**config.mk**
```make
export PLATFORM = sky130hd
export DESIGN_NAME = temp_frame_tx
export DESIGN_NICKNAME = d
export VERILOG_FILES = /design/src/rtl/temp_frame_tx.sv
export SDC_FILE = /design/constraint.sdc
export NUM_CORES = 1
export LEC_CHECK = 0
export ABC_AREA = 1
export BUFFER_PORTS_ARGS = -buffer_cell sky130_fd_sc_hd__buf_2
export CAP_MARGIN = 5
export CORE_MARGIN = 2
export CORE_UTILIZATION = 40
export DETAILED_ROUTE_END_ITERATION = 8
export PLACE_DENSITY = 0.7
export SLEW_MARGIN = 20
export SYNTH_ARGS = -nofsm -noshare
export SYNTH_HDL_FRONTEND = slang
export SYNTH_SLANG_ARGS = --single-unit
```
**constraint.sdc**
```tcl
create_clock -name clk -period 8.3 [get_ports clk]
set_clock_uncertainty 0.2 [all_clocks]
set_input_delay 1.66 -clock clk [delete_from_list [all_inputs] [get_ports clk]]
set_output_delay 1.66 -clock clk [all_outputs]
set_load 0.02 [all_outputs]
```
**src/rtl/temp_frame_tx.sv**
```systemverilog
// Multi-channel DS18B20 telemetry framer: latches per-channel readings and sends
// HEADER, N_CH, fresh bitmap, channel bytes (MSB first) and an 8-bit sum to the UART.
module temp_frame_tx #(
    parameter int         N_CH       = 3,
    parameter int         DATA_W     = 16,
    parameter logic [7:0] HEADER     = 8'hA5,
    parameter bit         AUTO       = 1'b1,
    parameter int         PERIOD_CYC = 27_000_000
) (
    input  logic                   clk,
    input  logic                   rst,
    input  logic [N_CH*DATA_W-1:0] ch_data,
    input  logic [N_CH-1:0]        ch_valid,
    input  logic                   start,
    input  logic                   tx_busy,
    output logic                   wr,
    output logic [7:0]             data_out,
    output logic                   frame_busy,
    output logic [7:0]             overrun_cnt
);

    localparam int LAST = 3 + 2*N_CH;
    localparam int IW   = $clog2(LAST + 1);
    localparam int TW   = (PERIOD_CYC > 1) ? $clog2(PERIOD_CYC) : 1;

    typedef enum logic [2:0] {IDLE, SNAP, ISSUE, ACK, HOLD, DONE} state_t;

    state_t                       state, state_nxt;
    logic [N_CH-1:0][DATA_W-1:0]  shadow, frm;
    logic [N_CH-1:0]              fresh, frm_fresh;
    logic [IW-1:0]                idx;
    logic [7:0]                   chk, cur_byte, last_byte;
    logic                         pending, tick, trig;

    generate
        if (AUTO) begin : g_timer
            logic [TW-1:0] tmr;
            always_ff @(posedge clk or negedge rst) begin
                if (!rst)                           tmr <= '0;
                else if (tmr == TW'(PERIOD_CYC-1))  tmr <= '0;
                else                                tmr <= tmr + 1'b1;
            end
            assign tick = (tmr == TW'(PERIOD_CYC-1));
        end else begin : g_no_timer
            assign tick = 1'b0;
        end
    endgenerate

    assign trig = start | tick;

    // A reading arriving in SNAP still lands in the shadow and marks it fresh for the next frame.
    always_ff @(posedge clk or negedge rst) begin
        if (!rst) begin
            shadow <= '0;
            fresh  <= '0;
        end else begin
            for (int k = 0; k < N_CH; k++)
                if (ch_valid[k]) shadow[k] <= ch_data[k*DATA_W +: DATA_W];
            fresh <= ((state == SNAP) ? '0 : fresh) | ch_valid;
        end
    end

    always_ff @(posedge clk or negedge rst) begin
        if (!rst) begin
            frm         <= '0;
            frm_fresh   <= '0;
            idx         <= '0;
            chk         <= '0;
            last_byte   <= '0;
            pending     <= 1'b0;
            overrun_cnt <= '0;
        end else begin
            if (state == SNAP) begin
                frm       <= shadow;
                frm_fresh <= fresh;
                idx       <= '0;
                chk       <= '0;
            end
            if (wr) begin
                last_byte <= cur_byte;
                if (idx != '0 && idx != IW'(LAST)) chk <= chk + cur_byte;
            end
            if (state == HOLD && !tx_busy && idx != IW'(LAST)) idx <= idx + 1'b1;
            // DONE consumes one queued request; a trigger arriving there stays queued.
            if (state == DONE)
                pending <= pending & trig;
            else if (state != IDLE && trig) begin
                if (!pending)                    pending     <= 1'b1;
                else if (overrun_cnt != 8'hFF)   overrun_cnt <= overrun_cnt + 1'b1;
            end
        end
    end

    always_comb begin
        cur_byte = chk;
        if (idx == '0)           cur_byte = HEADER;
        else if (idx == IW'(1))  cur_byte = 8'(N_CH);
        else if (idx == IW'(2))  cur_byte = 8'(frm_fresh);
        for (int k = 0; k < N_CH; k++) begin
            if (idx == IW'(3 + 2*k)) cur_byte = frm[k][15:8];
            if (idx == IW'(4 + 2*k)) cur_byte = frm[k][7:0];
        end
    end

    always_ff @(posedge clk or negedge rst) begin
        if (!rst) state <= IDLE;
        else      state <= state_nxt;
    end

    always_comb begin
        state_nxt = state;
        case (state)
            IDLE:    if (trig) state_nxt = SNAP;
            SNAP:    state_nxt = ISSUE;
            ISSUE:   if (!tx_busy) state_nxt = ACK;
            ACK:     state_nxt = HOLD;
            HOLD:    if (!tx_busy) state_nxt = (idx == IW'(LAST)) ? DONE : ISSUE;
            DONE:    state_nxt = (pending | trig) ? SNAP : IDLE;
            default: state_nxt = IDLE;
        endcase
    end

    // wr and the byte are combinational so the UART sees them in the ISSUE cycle itself.
    assign wr         = (state == ISSUE) && !tx_busy;
    assign data_out   = wr ? cur_byte : last_byte;
    assign frame_busy = (state == SNAP) || (state == ISSUE) || (state == ACK) || (state == HOLD);

endmodule

```
==> results.yml, run 1 <==
synthesis:
  netlist_area_um2: 7750
  ys_ff_latch: 159
  synth_fp_nets: 1009
  syn_inst: 938
  synth-seq-area-share: 0.513
  synthDistinctLibCells: 48
  syn_area_per_cell_um2: 8.27
  yosysWarnings: 0
cts:
  clkTransAtPathRegs_ns: 0.06
  worstSkewPairLatency_ns: 0.43
  cts_resized: 0
  numCtsBuffers: 17
  cts_htree_levels: 4
  post_cts_buffers: 0
  clock_path_buffers: 2
  holdBufCountCts: 0
  cts_tree: "built"
  root_buffer: "clkbuf_16"
  cts_sinks: 159
routing:
  drcViolationCount: 0
  vias: 6186
  drt_wl_total_um: 16800
  postRouteAntennaNets: 0
  drt_iter0_drc: 393
  via_per_inst: 4.84
  wl_per_cell_um: 13.1
  drtPass1Iterations: 7
sta:
  period_share: 0.562
  fmax_mhz: 214
  hold_viol: 0
  finalWorstSetupSlack_ns: 3.63
  worst_pin_slew_ns: 1.09
  holdWs_ns: 0.276
  setup_violations: 0
  fin_crit_ns: 4.67
  maxSlewViolCount: 0
  tns_ns: 0
  slew_headroom: 0.273
  rsz0062_at_grt: "no"
worst_setup_path:
  worstPathRequired_ns: 6.44
  endpoint_kind: "output port"
  critPathLaunchType: "flip-flop"
  arrival_ns: 2.81
  r2r_cells: 15
  path_class: "reg -> out"
  crit_top_cell: "nand2_1"
  critPathMaxFanout: 16
  critPathMaxStageDelay_ns: 0.83
  rrSetupSlack_ns: 4.38
  r2r-start: "idx[1]"
  path_cells: "ha_1 -> nand2_1 -> nor2_1 -> nand2_1 -> nand2_1 -> inv_1 -> nand2_1 -> nand2_1 -> o21ai_0 -> buf_2"
  crit_path_top_delay_cell: "nor2_1"
  reg2reg_to: "chk[6]"
final_layout:
  fin_nets: 1076
  layout_commonest_cell: "nand2_1"
  syn2layout_area_growth_pct: 15.1
  final_area_um2: 8920
  num_antenna_cells: 0
  final_cell_mix: "nand2_1, dfrtp_1, inv_1"
  fin_util: 0.472
  drive_above_1_share: 0.143
  final_cells: 1278
power_and_ir_drop:
  ir_drop_v: 0.000166
  seqPwrFrac: 0.433
  pwr-share-comb: 0.260
  clockPowerShare: 0.307
  p_total_mw: 2.46
  power.switching_mw: 0.865
  p_sw_frac: 0.351
  p_int_mw: 1.60
  power_density_nw_per_um2: 276
  power.leakage_nw: 4.51
place:
  dpl_cell_area_um2: 8350
  pre_cts_slack_ns: 3.59
  dp.cells: 1246
  hpwl_um: 11800
  io_buffers: 72
  gp_congestion: 0.839
grt:
  grtUsageTotal: 0.174
  overflow: 0
  grt_pass1_wl_um: 28100
  antenna_found_initial: 0
  grt_max_degree: 101
  grt_pass1_vias: 5853
worst_hold_path:
  hp-class: "reg -> reg"
  min_from: "last_byte[5]"
  hold_depth: 2
  min_to: "last_byte[5]"
floorplanning:
  die_w_um: 143
  num_rows: 50
  initial_utilization: 0.410
  io_pins: 73
  die_y_um: 143
  die_area_um2: 20500
  core_region_area_um2: 18900
job:
  cap_violations: 0
outcome:
  status: "complete, no violations"
routing by layer:
layer  track usage  wire (um)  share of wire
met1         0.244       8110           0.48
met2         0.268       7750           0.46
met3        0.0396        792          0.047
met4        0.0547        144         0.0086
met5             0          0              0
kinds of logic after synthesis:
family,count (synthesis),share of synthesized area
XOR/XNOR,18,0.0203
flip-flops,159,0.513
adder cells (fa/ha/maj),16,0.0268
buffers and inverters,152,0.0754
AO/OA/AOI/OAI,148,0.106
AND/OR/NAND/NOR,435,0.244
multiplexers,10,0.0145
final cells by class:
type / instances / area [um^2]
fill: 1865 / 9970
inverter: 125 / 469
multi-input combinational: 627 / 3190
clock inverter: 13 / 126
clock buffer: 19 / 443
tap: 260 / 325
sequential: 159 / 3980
timing repair buffer: 75 / 389
flip-flops by register name, summed over array words and instances (netlist names):
signal,cells
chk,8
fresh,3
frm,48
frm_fresh,3
g_timer.tmr,25
idx,4
last_byte,8
overrun_cnt,8
pending,1
shadow,48
state,3
worst max-delay path by stage:
stage,start,to,slack (ns)
floorplan,tx_busy,data_out[7],3.71
finish,idx[1],data_out[7],3.63
detailed placement,tx_busy,data_out[7],3.59
global placement,tx_busy,data_out[7],3.65
global route,idx[0],data_out[3],3.39
CTS,tx_busy,data_out[7],3.60
cells in the mapped netlist (all sizes together):
master / number / area share
and3: 1 / 0.00081
a211oi: 2 / 0.0026
nor4b: 1 / 0.0031
o22ai: 1 / 0.00081
mux2: 10 / 0.015
nand3: 64 / 0.042
a31oi: 2 / 0.0016
nand2: 265 / 0.13
xnor2: 7 / 0.0079
o21ai: 110 / 0.071
fa: 1 / 0.0026
nand3b: 2 / 0.0019
nor3: 19 / 0.015
a21boi: 7 / 0.0068
or2: 4 / 0.0032
a21oi: 15 / 0.011
clkbuf: 18 / 0.0087
ha: 15 / 0.024
inv: 124 / 0.060
o21bai: 3 / 0.0029
a32o: 1 / 0.0013
a21o: 3 / 0.0029
o31ai: 1 / 0.00097
clkinv: 1 / 0.00048
a311oi: 1 / 0.0011
nor4: 5 / 0.0048
xor2: 11 / 0.012
buf: 9 / 0.0061
nor2: 66 / 0.036
o211a: 2 / 0.0026
nand4: 8 / 0.0065
dfrtp: 159 / 0.51
power by group through the flow:
stage	clock (mW)	combinational [mW]	sequential, mW
3_3_place_gp	0	0.624	1.07
2_1_floorplan	0	0.460	1.06
5_1_grt	0.806	0.747	1.09
4_1_cts	0.775	0.651	1.06
3_5_place_dp	0	0.645	1.08
6_report	0.756	0.642	1.07
critical path, delay by kind of cell, from the launching register on:
family / cells / cell delay (ns)
buf+inv: 2 / 0.24
fa+ha+maj: 1 / 0.25
simple gates: 6 / 1.29
flops: 1 / 0.39
compound gates: 1 / 0.21
No activity file was read; power rests on OpenSTA's default activity.
==> inputs of run 2 (changes only) <==
Clock period 8.3 ns to 4.9 ns, I/O delays scaled along.
==> run 2 against run 1 <==
- setup slack lost 2.6 ns
- highest routed layer unchanged
- register-to-register slack lost 3.0 ns
- critical path depth grew 1
- worst hold slack lost 0.012 ns
- flip-flop and latch count is the same
- design area grew 0.56%
- die area is the same
- via count shrank 1.9%
==> results.yml, run 2 (synthesized netlist as in run 1, its figures left out) <==
cts:
  clkTransAtPathRegs_ns: 0.06
  clock_path_buffers: 2
  holdBufCountCts: 0
  cts_htree_levels: 4
  root_buffer: "clkbuf_16"
  cts_sinks: 159
  numCtsBuffers: 17
  cts_resized: 0
  worstSkewPairLatency_ns: 0.42
  cts_tree: "built"
  post_cts_buffers: 0
outcome:
  status: "complete, no violations"
sta:
  tns_ns: 0
  hold_viol: 0
  maxSlewViolCount: 0
  period_share: 0.792
  worst_pin_slew_ns: 0.933
  fin_crit_ns: 3.88
  setup_violations: 0
  fmax_mhz: 258
  rsz0062_at_grt: "no"
  slew_headroom: 0.374
worst_setup_path:
  crit_path_top_delay_cell: "dfrtp_1"
  worstPathRequired_ns: 3.72
  critPathLaunchType: "flip-flop"
  path_cells: "inv_1 -> ha_1 -> nand3_1 -> or2_2 -> nand3_1 -> nand3_1 -> nand2_1 -> nand2_1 -> nand3_1 -> nand2_1 -> buf_2"
  critPathMaxFanout: 14
  crit_top_cell: "nand3_1"
  arrival_ns: 2.70
  critPathMaxStageDelay_ns: 0.41
  r2r_cells: 21
  path_class: "reg -> out"
  rrSetupSlack_ns: 1.35
  endpoint_kind: "output port"
  reg2reg_to: "chk[6]"
  r2r-start: "idx[0]"
final_layout:
  final_cell_mix: "nand2_1, dfrtp_1, inv_1"
  layout_commonest_cell: "nand2_1"
  syn2layout_area_growth_pct: 15.7
  top_regs: "frm x48, shadow x48, g_timer.tmr x25"
  fin_nets: 1077
  num_antenna_cells: 0
  drive_above_1_share: 0.141
place:
  gp_congestion: 0.874
  hpwl_um: 11900
  io_buffers: 72
grt:
  grt_pass1_wl_um: 27800
  antenna_found_initial: 0
  grt_pass1_vias: 5829
  grtUsageTotal: 0.173
  overflow: 0
  grt_max_degree: 95
routing:
  drt_wl_total_um: 16400
  postRouteAntennaNets: 0
  wl_per_cell_um: 12.8
  drcViolationCount: 0
  drtPass1Iterations: 5
  via_per_inst: 4.75
  drt_iter0_drc: 396
  vias: 6068
power_and_ir_drop:
  power.leakage_nw: 4.52
  ir_drop_v: 0.000211
  p_total_mw: 4.24
  power_density_nw_per_um2: 472
floorplanning:
  die_y_um: 143
  die_area_um2: 20500
  initial_utilization: 0.410
  io_pins: 73
  core_region_area_um2: 18900
  num_rows: 50
  die_w_um: 143
job:
  cap_violations: 0
worst_hold_path:
  min_to: "g_timer.tmr[0]"
  min_from: "g_timer.tmr[0]"
  hold_depth: 1
  hp-class: "reg -> reg"
[run 2: power by group]
part / total [mW] / switching (mW) / internal [mW]
Combinational: 1.08 / 0.725 / 0.357
Clock: 1.33 / 0.508 / 0.826
Sequential: 1.82 / 0.192 / 1.63
[run 2: layout make-up]
type	count	area, um^2
Timing Repair Buffer	76	409
Sequential cell	159	3980
Multi-Input combinational cell	627	3190
Inverter	125	469
Clock inverter	9	135
Fill cell	1834	9920
Clock buffer	22	464
Tap cell	260	325
[run 2: worst max-delay path by stage]
| stage | slack (ns) | to | from | depth (start not counted) |
|---|---|---|---|---|
| after floorplan | 1.67 | data_out[7] | tx_busy | 3 |
| after global placement | 1.46 | chk[6] | idx[0] | 21 |
| after detailed placement | 1.33 | chk[6] | idx[0] | 21 |
| after CTS | 1.04 | data_out[3] | idx[0] | 11 |
| after global routing | 0.78 | data_out[0] | idx[0] | 15 |
| final | 1.02 | data_out[3] | idx[0] | 11 |
[run 2: worst max-delay path: cells and delay by family (launching register included)]
family / cells / cell delay [ns]
buffers and inverters: 2 / 0.28
DFF: 1 / 0.41
adders and majority gates: 1 / 0.23
and+or+nand+nor: 8 / 1.35
[run 2: per-stage QoR]
step	setup slack (ns)	hold slack [ns]	utilization	std cells	area (um^2)
2_1_floorplan	1.67	0.233	-	938	7750
3_3_place_gp	1.46	0.256	0.443	1247	8370
5_1_grt	0.775	0.297	0.475	1278	8970
6_report	1.02	0.264	0.475	1278	8970
3_5_place_dp	1.33	0.260	0.443	1247	8370
4_1_cts	1.04	0.268	0.475	1278	8970
[run 2: metal layers]
metal | vias to the layer above | part of all wire | global-route usage | wire, um
met5 | - | 0 | 0 | 0
met4 | 0 | 0.0070 | 0.0470 | 115
met3 | 7 | 0.031 | 0.0399 | 516
met2 | 87 | 0.47 | 0.271 | 7640
met1 | 2839 | 0.50 | 0.242 | 8150
li1 | 3135 | - | - | -
==> inputs of run 3 (changes only) <==
Settings changed: PLACE_DENSITY 0.7 to 0.72.
Clock period 4.9 ns to 3.3 ns, I/O delays scaled along.
==> run 3 against run 2 <==
- combinational power up 63%
- sequential share of layout area down 1.4 points
- die area unchanged
- clock power up 43%
- count of clock-buffer cells in the layout down 4
- setup slack worse by 0.95 ns
- critical path type unchanged
- via count up 2.5%
- utilization up 1.6 points
- non-clock buffer count up 18
- sequential power up 49%
==> results.yml, run 3 (synthesized netlist as in run 1, its figures left out) <==
outcome:
  status: "complete, no violations"
sta:
  fin_crit_ns: 3.22
  holdWs_ns: 0.0262
  fmax_mhz: 310
  rsz0062_at_grt: "yes"
  worst_pin_slew_ns: 0.963
  period_share: 0.977
  hold_viol: 0
  maxSlewViolCount: 0
  tns_ns: 0
  finalWorstSetupSlack_ns: 0.0750
  slew_headroom: 0.353
  setup_violations: 0
worst_setup_path:
  endpoint_kind: "output port"
  path_class: "reg -> out"
  worstPathRequired_ns: 2.44
  reg2reg_to: "chk[6]"
  arrival_ns: 2.36
  rrSetupSlack_ns: 0.08
  critPathLaunchType: "flip-flop"
  critPathMaxFanout: 10
  r2r-start: "idx[0]"
  r2r_cells: 21
power_and_ir_drop:
  clockPowerShare: 0.298
  pwr-share-comb: 0.276
  p_int_mw: 4.16
  seqPwrFrac: 0.426
  power.switching_mw: 2.21
  power_density_nw_per_um2: 688
  p_sw_frac: 0.347
  power.leakage_nw: 4.62
  ir_drop_v: 0.000400
place:
  gp_congestion: 0.840
  pre_cts_slack_ns: -0.0774
  io_buffers: 72
  dpl_cell_area_um2: 8480
  hpwl_um: 12100
floorplanning:
  initial_utilization: 0.410
  core_region_area_um2: 18900
  die_area_um2: 20500
  die_y_um: 143
  io_pins: 73
  num_rows: 50
  die_w_um: 143
routing:
  drcViolationCount: 0
  wl_per_cell_um: 13.2
  via_per_inst: 4.80
  postRouteAntennaNets: 0
  drtPass1Iterations: 5
  vias: 6217
  drt_iter0_drc: 417
  drt_wl_total_um: 17100
cts:
  holdBufCountCts: 0
  clock_path_buffers: 2
  cts_tree: "built"
  cts_htree_levels: 4
  clkTransAtPathRegs_ns: 0.07
  numCtsBuffers: 17
  worstSkewPairLatency_ns: 0.43
  root_buffer: "clkbuf_16"
  cts_sinks: 159
final_layout:
  layout_commonest_cell: "nand2_1"
  fillCellCount: 1793
  final_cell_mix: "nand2_1, dfrtp_1, inv_1"
  top_regs: "frm x48, shadow x48, g_timer.tmr x25"
  syn2layout_area_growth_pct: 19.5
  final_area_um2: 9270
  fin_nets: 1095
  drive_above_1_share: 0.193
  num_antenna_cells: 0
grt:
  grt_pass1_wl_um: 28000
  overflow: 0
  grtUsageTotal: 0.172
  grt_max_degree: 67
  antenna_found_initial: 0
  grt_pass1_vias: 5770
job:
  cap_violations: 0
worst_hold_path:
  hp-class: "in -> async"
==> run 3: cell types whose count changed in the layout (fill, tap and decap cells not counted), sizes merged <==
cell	delta
clkinv	+1
inv	+4
clkinvlp	-1
bufinv	-1
clkbuf	-4
buf	+18
==> run 3: power groups by stage <==
stage	registers [mW]	logic (mW)	clock network, mW
finish	2.72	1.76	1.90
global route	2.77	2.02	2.03
CTS	2.71	1.67	1.94
detailed placement	2.73	1.64	0
global placement	2.72	1.60	0
floorplan	2.67	1.16	0
==> run 3: what timing repair did <==
action	in CTS	in global routing
gates resized for setup	12	46
setup buffers	0	5
pin swaps	0	13
setup endpoints to repair	7	12
==> run 3: area by class of cell <==
cell class,instances,area (um^2),share of cell area
inverters,125,477,0.0514
well taps,260,325,0.0351
clock inverters,12,134,0.0144
multi-input cells,627,3340,0.361
flip-flops and latches,159,3980,0.430
repair buffers,94,578,0.0624
clock buffers,18,429,0.0463
==> run 3: critical path: stages (launching register included) <==
cell,delay (ns)
dfrtp_2,0.47
inv_4,0.11
ha_4,0.16
nand3_2,0.10
buf_6,0.15
or2_2,0.26
nand3_1,0.11
nand3_2,0.08
nand2_2,0.12
nand2_1,0.08
nand3_2,0.07
nand2_1,0.07
buf_4,0.16
==> run 3: stage by stage <==
step / instances / total power [mW] / utilization
2_1_floorplan: 938 / 3.83 / -
3_3_place_gp: 1260 / 4.32 / 0.449
3_5_place_dp: 1260 / 4.38 / 0.449
4_1_cts: 1290 / 6.32 / 0.480
5_1_grt: 1295 / 6.82 / 0.490
6_report: 1295 / 6.37 / 0.490
==> run 3: how the worst max path moves through the flow <==
stage                 from           to  cells after the start
CTS                 idx[0]  data_out[6]                     12
global placement    idx[0]       chk[6]                     21
finish              idx[0]  data_out[6]                     12
floorplan           idx[0]       chk[6]                     21
global route        idx[0]       chk[6]                     21
detailed placement  idx[0]       chk[6]                     21
==> run 3: per-layer routing <==
| metal | vias up | track usage | share of wire |
|---|---|---|---|
| met1 | 2907 | 0.244 | 0.48 |
| met3 | 23 | 0.0325 | 0.039 |
| met4 | 0 | 0.0542 | 0.016 |
| met5 | - | 0 | 0 |
| met2 | 110 | 0.267 | 0.46 |
| li1 | 3177 | - | - |
